## config.mk

```make
export PLATFORM = sky130hd
export DESIGN_NAME = seg_display_arbiter
export DESIGN_NICKNAME = d
export VERILOG_FILES = /design/src/rtl/seg_display_arbiter.sv
export SDC_FILE = /design/constraint.sdc
export NUM_CORES = 1
export LEC_CHECK = 0
export ABC_AREA = 0
export BUFFER_PORTS_ARGS = -buffer_cell sky130_fd_sc_hd__buf_2
export CAP_MARGIN = 10
export CORE_MARGIN = 3
export CORE_UTILIZATION = 57
export DETAILED_ROUTE_END_ITERATION = 8
export GPL_TIMING_DRIVEN = 0
export PLACE_DENSITY_LB_ADDON = 0.05
export SLEW_MARGIN = 20
export SYNTH_ARGS = -nofsm -noshare
export SYNTH_HDL_FRONTEND = slang
export SYNTH_SLANG_ARGS = --single-unit
export TNS_END_PERCENT = 30
```

## constraint.sdc

```tcl
create_clock -name i_clk -period 6.9 [get_ports i_clk]
set_input_delay 0.345 -clock i_clk [delete_from_list [all_inputs] [get_ports i_clk]]
set_output_delay 0.345 -clock i_clk [all_outputs]
set_load 0.01 [all_outputs]
```

## src/rtl/seg_display_arbiter.sv

```systemverilog
// Round-robin arbiter sharing the 4-digit seven-segment mux between two requesters,
// with minimum hold per owner and a forced blank gap. Define SEG_ARB_FREEZE_EN to freeze o_data per tenure.
module seg_display_arbiter #(
    parameter int HOLD_CYCLES  = 50000,
    parameter int BLANK_CYCLES = 1000,
    parameter int CNT_W        = 16
) (
    input  logic        i_clk,
    input  logic        i_rst_n,
    input  logic [1:0]  i_req,
    input  logic [15:0] i_data0,
    input  logic [15:0] i_data1,
    output logic [1:0]  o_gnt,
    output logic [15:0] o_data,
    output logic        o_blank,
    output logic        o_busy
);

    typedef enum logic [1:0] {
        IDLE  = 2'd0,
        BLANK = 2'd1,
        SHOW  = 2'd2
    } state_t;

    localparam logic [CNT_W-1:0] HOLD_MAX  = CNT_W'(HOLD_CYCLES);
    localparam logic [CNT_W-1:0] BLANK_END = CNT_W'((BLANK_CYCLES > 0) ? BLANK_CYCLES - 1 : 0);
    // With no blank gap, an ownership change lands straight in SHOW.
    localparam state_t HANDOVER = (BLANK_CYCLES > 0) ? BLANK : SHOW;

    state_t           state, state_nxt;
    logic             owner, owner_nxt;
    logic             ptr, ptr_nxt;
    logic             other;
    logic             show_entry;
    logic [CNT_W-1:0] cnt, cnt_nxt, cnt_inc;
    logic [15:0]      data_sel;
    logic [15:0]      data_nxt;

    function automatic logic [CNT_W-1:0] sat_inc(input logic [CNT_W-1:0] v,
                                                 input logic [CNT_W-1:0] lim);
        return (v >= lim) ? lim : v + 1'b1;
    endfunction

    always_comb begin
        state_nxt = state;
        owner_nxt = owner;
        cnt_nxt   = cnt;
        other     = ~owner;
        cnt_inc   = sat_inc(cnt, HOLD_MAX);
        case (state)
            IDLE: begin
                cnt_nxt = '0;
                if (|i_req) begin
                    state_nxt = HANDOVER;
                    owner_nxt = (i_req == 2'b11) ? ptr : i_req[1];
                end
            end
            BLANK: begin
                if (!i_req[owner]) begin
                    cnt_nxt = '0;
                    if (i_req[other]) begin
                        owner_nxt = other;
                    end else begin
                        state_nxt = IDLE;
                    end
                end else if (cnt == BLANK_END) begin
                    state_nxt = SHOW;
                    cnt_nxt   = '0;
                end else begin
                    cnt_nxt = cnt + 1'b1;
                end
            end
            SHOW: begin
                // cnt counts completed SHOW cycles; preemption opens once it reaches HOLD_CYCLES.
                if (!i_req[owner]) begin
                    cnt_nxt = '0;
                    if (i_req[other]) begin
                        state_nxt = HANDOVER;
                        owner_nxt = other;
                    end else begin
                        state_nxt = IDLE;
                    end
                end else if ((cnt_inc == HOLD_MAX) && i_req[other]) begin
                    state_nxt = HANDOVER;
                    owner_nxt = other;
                    cnt_nxt   = '0;
                end else begin
                    cnt_nxt = cnt_inc;
                end
            end
            default: begin
                state_nxt = IDLE;
                cnt_nxt   = '0;
            end
        endcase
    end

    always_comb begin
        show_entry = (state_nxt == SHOW) && ((state != SHOW) || (owner_nxt != owner));
        ptr_nxt    = show_entry ? ~owner_nxt : ptr;
        data_sel   = owner_nxt ? i_data1 : i_data0;
        data_nxt   = '0;
`ifdef SEG_ARB_FREEZE_EN
        if (state_nxt == SHOW) begin
            data_nxt = show_entry ? data_sel : o_data;
        end
`else
        if (state_nxt == SHOW) begin
            data_nxt = data_sel;
        end
`endif
    end

    // Stage boundary: state, counter and all outputs registered from next-state values.
    always_ff @(posedge i_clk) begin
        if (!i_rst_n) begin
            state   <= IDLE;
            owner   <= 1'b0;
            ptr     <= 1'b0;
            cnt     <= '0;
            o_gnt   <= 2'b00;
            o_data  <= '0;
            o_blank <= 1'b1;
            o_busy  <= 1'b0;
        end else begin
            state   <= state_nxt;
            owner   <= owner_nxt;
            ptr     <= ptr_nxt;
            cnt     <= cnt_nxt;
            o_gnt   <= (state_nxt == SHOW) ? (owner_nxt ? 2'b10 : 2'b01) : 2'b00;
            o_data  <= data_nxt;
            o_blank <= (state_nxt != SHOW);
            o_busy  <= (state_nxt != IDLE);
        end
    end

endmodule

```

# After elaboration in Yosys (flattened, before gate mapping)
# Cells that the tools add are included.
[totals]
n_memories = 0
inputBits = 36
romBits = 0
mem_bits_rw = 0
reg_bits = 40
out_inout_bits = 20
elab_cells = 57
latchBits = 0
[op_classes]
mux = 27
shifts = 0
n_addsub = 1
eq_ne = 9
n_mul = 0
reduce_logical = 7
div = 0
bitwise = 2
order_cmp = 3
[op_table]
columns = ["operator", "count"]
rows = [
  ["16-bit 2-to-1 mux", 6],
  ["16-bit case mux with 2 select lines", 1],
  ["16-bit by 1-bit adder with 16-bit output (second input constant)", 1],
  ["16-bit by 10-bit equality test with 1-bit output (second input constant)", 1],
  ["16-bit equality test (second input constant)", 1],
  ["16-bit greater-or-equal comparator (second input constant)", 1],
  ["2-bit 2-to-1 mux", 7],
  ["1-bit 2-to-1 mux", 11],
  ["2-bit equality test (second input constant)", 3],
  ["2-bit case mux with 3 select lines", 1],
  ["1-bit by 2-bit less-than comparator with 1-bit output (second input constant)", 2],
  ["2-bit inequality test (second input constant)", 2],
  ["1-bit case mux with 3 select lines", 1],
  ["2-bit by 1-bit equality test with 1-bit output (second input constant)", 1],
  ["1-bit logical AND", 2],
  ["2-bit logical NOT", 1],
  ["1-bit inverter", 2],
  ["2-bit AND reduction", 1],
  ["2-bit nonzero test", 1],
  ["2-bit OR reduction", 1],
  ["1-bit logical OR", 1],
  ["1-bit inequality test", 1],
]

# Logic depth before layout (Yosys ltp)
[logic_depth]
word_depth = 10
depth_mapped = 12
ltp_nobuf = 10

# Worst setup path before layout
# Ideal clock, no wire load.
[synth_timing]
kind = "register to register"
startpoint = "register cnt[1]"
endpoint = "register o_data[0]"
required_ns = 6.773
synth_period_minus_slack_ns = 2.936
arrival_ns = 2.809
setup_time_ns = 0.127
path_slack_ns = 3.964
n_path_buf = 3
stages_incl_launch_ff = 13
path_cell_list = "dfxtp_1 > ha_1 > buf_2 > nand4_4 > or3_4 > a2111oi_4 > nand3_1 > o41a_1 > a22oi_2 > buf_6 > buf_12 > mux2i_1 > nor2_1"
[synth_via]
elab_chain_len = 9
word_cells_on_any_way = 17
[synth_rtl]
columns = ["element", "line_no", "text"]
rows = [
  ["start: declaration", "35", "logic [CNT_W-1:0] cnt, cnt_nxt, cnt_inc;"],
  ["start signal: assignment", "129", "cnt <= cnt_nxt;"],
  ["16-bit by 1-bit adder with 16-bit output or 16-bit greater-or-equal comparator (tied branches)", "41", "return (v >= lim) ? lim : v + 1'b1;"],
  ["16-bit 2-to-1 mux", "41", ""],
  ["16-bit equality test", "83", "end else if ((cnt_inc == HOLD_MAX) && i_req[other]) begin"],
  ["1-bit logical AND", "83", ""],
  ["2-bit 2-to-1 mux", "83", ""],
  ["2-bit 2-to-1 mux", "75", "if (!i_req[owner]) begin"],
  ["2-bit case mux with 3 select lines", "50", "case (state)"],
  ["2-bit equality test", "108", "if (state_nxt == SHOW) begin"],
  ["2-bit AND reduction (no source line)", "-", ""],
  ["end signal: assignment", "131", "o_data <= data_nxt;"],
  ["end: declaration", "14", "output logic [15:0] o_data,"],
]
# Several ways; a longest one is shown, not always the timed one.
# A chain may end at the register's enable or synchronous reset.

# Final worst setup path
# Ends and elaborated chain as after synthesis.

==> flow_summary.json <==
{
  "die_h_microns": 69.3,
  "cts_max_path_buffers": 2,
  "path_cells": "ha_1 -> buf_2 -> nand4_4 -> or3_4 -> a2111oi_4 -> nand3_1 -> o41a_1 -> a22oi_2 -> buf_6 -> buf_12 -> mux2i_1 -> nor2_1",
  "synth_top_area_share_pct": 35.0,
  "worst_hold_path_type": "primary input to register",
  "synth_fa_ha_area_share_pct": 3.28,
  "cp-endpoint": "o_data[0]",
  "reg2reg_depth": 12,
  "core_sq_mm": 0.00377,
  "area_delta_synth_final_pct": 19.8,
  "synth_xor_xnor_area_share_pct": 4.60,
  "postSynthAreaPerCell_sq_um": 8.63,
  "pwr-share-seq_pct": 48.4,
  "final_max_slew_viol_count": 0,
  "post_cts_resized": 0,
  "vias": 2122,
  "dieArea_sq_mm": 0.00481,
  "drt-wirelength-per-cell_microns": 13.8,
  "skew_ns": 0.00576,
  "cts-root-buf": "clkbuf_8",
  "gp_congestion": 0.849,
  "start_kind": "register",
  "synth_top_cell_by_area": "dfxtp_1",
  "yosysUniqueCellTypes": 57,
  "synth_seq_cells": 40,
  "postCtsHoldBufs": 0,
  "rsz0062_at_grt": "no",
  "seqCellArea_sq_um": 801,
  "port_buffers": 54,
  "fp-row-count": 22,
  "dpl.cell_count": 367,
  "post-dp-hpwl_microns": 3890,
  "diodes": 0,
  "period_share_pct": 47.5,
  "fin_tns_setup_ns": 0,
  "layout_min_cycle_time_ns": 3.28,
  "path_max_fanout": 10,
  "nets": 368,
  "cts_setup_buffers": 0,
  "ir_drop_uv": 151,
  "reg2reg_to": "o_data[0]",
  "crit_type": "register to register",
  "post_drt_via_cell_ratio": 5.66,
  "crit_arrival_ns": 3.45,
  "synth_flop_cell": "dfxtp_1",
  "end_kind": "register",
  "synth_compound_gate_area_share_pct": 18.4,
  "postRouteAntennaNets": 0,
  "grt_use_total_pct": 21.9,
  "synth_nets": 307,
  "cp_slowest_cell": "dfxtp_1",
  "synth_edf_count": 0,
  "routed_wl_microns": 5160,
  "insertion_delay_ns": 0.29,
  "syn_inst": 265,
  "setup_violations": 0,
  "fmax_mhz": 305,
  "async_flop_share_pct": 0,
  "initial_core_util_pct": 60.6,
  "powerDensity_mw_per_mm2": 176,
  "syn_area_sq_mm": 0.00229,
  "cpPeakStageDelay_ns": 0.46,
  "critPathRequiredTime_ns": 7.07,
  "io_pins": 56,
  "drt_iter0_drc": 135,
  "die_w_microns": 69.3,
  "slew_headroom_pct": 36.1,
  "drc_errors": 0,
  "grt_pass1_vias": 1934,
  "combPwrFrac_pct": 10.0,
  "cts_tree": "yes",
  "cts-buffers-inserted": 5,
  "clkSinkCount": 40,
  "crit_start": "cnt[1]",
  "tightest_slew_ns": 0.949,
  "cp_top_family": "compound AO/OA/AOI/OAI gates",
  "clkTransAtPathRegs_ns": 0.08,
  "grt_max_degree": 14,
  "final_hold_viol_count": 0,
  "maxCapViolations": 0,
  "fill_cells": 306,
  "grt-ovfl-total": 0,
  "firstDrtPassIters": 4,
  "synth_mux_area_share_pct": 8.32,
  "htreeDepth": 2,
  "leakage_nw": 1.09,
  "synth_top_family_by_area": "simple AND/OR/NAND/NOR gates",
  "rr_startpoint": "cnt[1]",
  "yosysSeqAreaShare_pct": 35.0,
  "multi_input_area_sq_mm": 0.00136,
  "switching_share_pct": 22.4,
  "r2r_slack_ns": 3.62,
  "p_clk_share_pct": 41.6,
  "drive_above_1_share_pct": 23.2,
  "worst-path-stages": 12,
  "yosysWarnings": 0,
  "timing.critical_path.buf_inv": 3,
  "p_int_w": 0.000374,
  "grt_first_pass_wirelength_microns": 8870,
  "antenna_found_initial": 0,
  "yosys.area_share.simple_pct": 25.0,
  "final_cells": 375,
  "ys_top_cells_by_area": "dfxtp_1 35%, mux2i_1 8.3%, nor2_1 6.4%, ha_1 3.3%, xnor2_1 3.1%",
  "status": "completed",
  "switching_power_w": 0.000108
}
## power groups by stage
stage	registers (W)	clock network, W	logic (W)
2_1_floorplan	0.000239	0	0.0000317
3_3_place_gp	0.000239	0	0.0000473
3_5_place_dp	0.000239	0	0.0000480
4_1_cts	0.000234	0.000205	0.0000481
5_1_grt	0.000234	0.000215	0.0000538
6_report	0.000234	0.000201	0.0000482
## through the flow
| stage | total power, W | hold WS [ns] | utilization [%] | setup WS (ns) | cell area [sq um] |
|---|---|---|---|---|---|
| finish | 0.000483 | 0.283 | 72.6 | 3.62 | 2740 |
| global route | 0.000503 | 0.286 | 72.6 | 3.41 | 2740 |
| CTS | 0.000487 | 0.278 | 72.6 | 3.61 | 2740 |
| global placement | 0.000286 | 0.503 | 69.4 | 3.65 | 2620 |
| floorplan | 0.000271 | 0.454 | - | 3.96 | 2290 |
| detailed placement | 0.000287 | 0.511 | 69.4 | 3.63 | 2620 |
## cell type report
class	instances	share of cell area [%]
repair buffers	54	9.87
flip-flops and latches	40	29.3
plain buffers	15	3.11
multi-input cells	200	49.8
inverters	10	1.37
clock inverters	2	1.42
well taps	48	2.19
clock buffers	6	3.02
## kinds of logic after synthesis
family	after synthesis
simple gates	107
compound gates	56
flops	40
buf+inv	25
mux	19
xor+xnor	12
fa+ha+maj	6
## registers in the layout (all words and copies together), names as in the netlist
register and flops:
o_busy 1, cnt 16, o_data 16, o_gnt 2, state 2, o_blank 1, owner 1, ptr 1
## cell usage in the layout, fill, tap and decap left out, types with 8 or more instances in the layout
| cell type | n |
|---|---|
| xnor2_1 | 8 |
| inv_1 | 10 |
| buf_2 | 58 |
| nor4_1 | 9 |
| clkbuf_1 | 8 |
| mux2i_1 | 19 |
| dfxtp_1 | 40 |
| nor2_1 | 39 |
| nand2_1 | 14 |
| nand3_1 | 10 |
## worst register-to-register path: stages, from the launching register on
cell	delay [ns]
dfxtp_1	0.46
ha_1	0.18
buf_2	0.20
nand4_4	0.21
or3_4	0.40
a2111oi_4	0.37
nand3_1	0.13
o41a_1	0.42
a22oi_2	0.18
buf_6	0.20
buf_12	0.15
mux2i_1	0.21
nor2_1	0.06
## synth_stat cells (all sizes together), types with 3 or more instances
| library cell | number |
|---|---|
| dfxtp | 40 |
| nor2 | 39 |
| mux2i | 19 |
| nand2 | 14 |
| nand3 | 11 |
| nor4 | 11 |
| inv | 10 |
| o21ai | 10 |
| clkbuf | 8 |
| xnor2 | 8 |
| buf | 7 |
| nand4 | 7 |
| a21oi | 6 |
| and3 | 6 |
| ha | 6 |
| o21a | 6 |
| a31oi | 4 |
| o22ai | 4 |
| xor2 | 4 |
| a21o | 3 |
| o31a | 3 |
| or2 | 3 |
| or3 | 3 |
## how the worst min path moves through the flow
stage,start,endpoint,slack (ns),depth (start not counted)
5_1_grt,i_data1[8],o_data[8],0.29,3
6_report,i_data0[12],o_data[12],0.28,3
3_3_place_gp,cnt[0],cnt[0],0.50,1
3_5_place_dp,cnt[0],cnt[0],0.51,1
2_1_floorplan,i_rst_n,ptr,0.45,2
4_1_cts,i_data0[13],o_data[13],0.28,3
## per-layer routing
layer / vias to the layer above / share of wire [%] / track usage [%] / routed length (microns)
met2: 79 / 46 / 34.6 / 2360
met1: 940 / 45 / 28.9 / 2320
met3: 14 / 7.3 / 5.51 / 378
li1: 1089 / - / - / -
met5: - / 0 / 0 / 0
met4: 0 / 2.0 / 8.03 / 105
No activity file was read; power rests on OpenSTA's default activity.
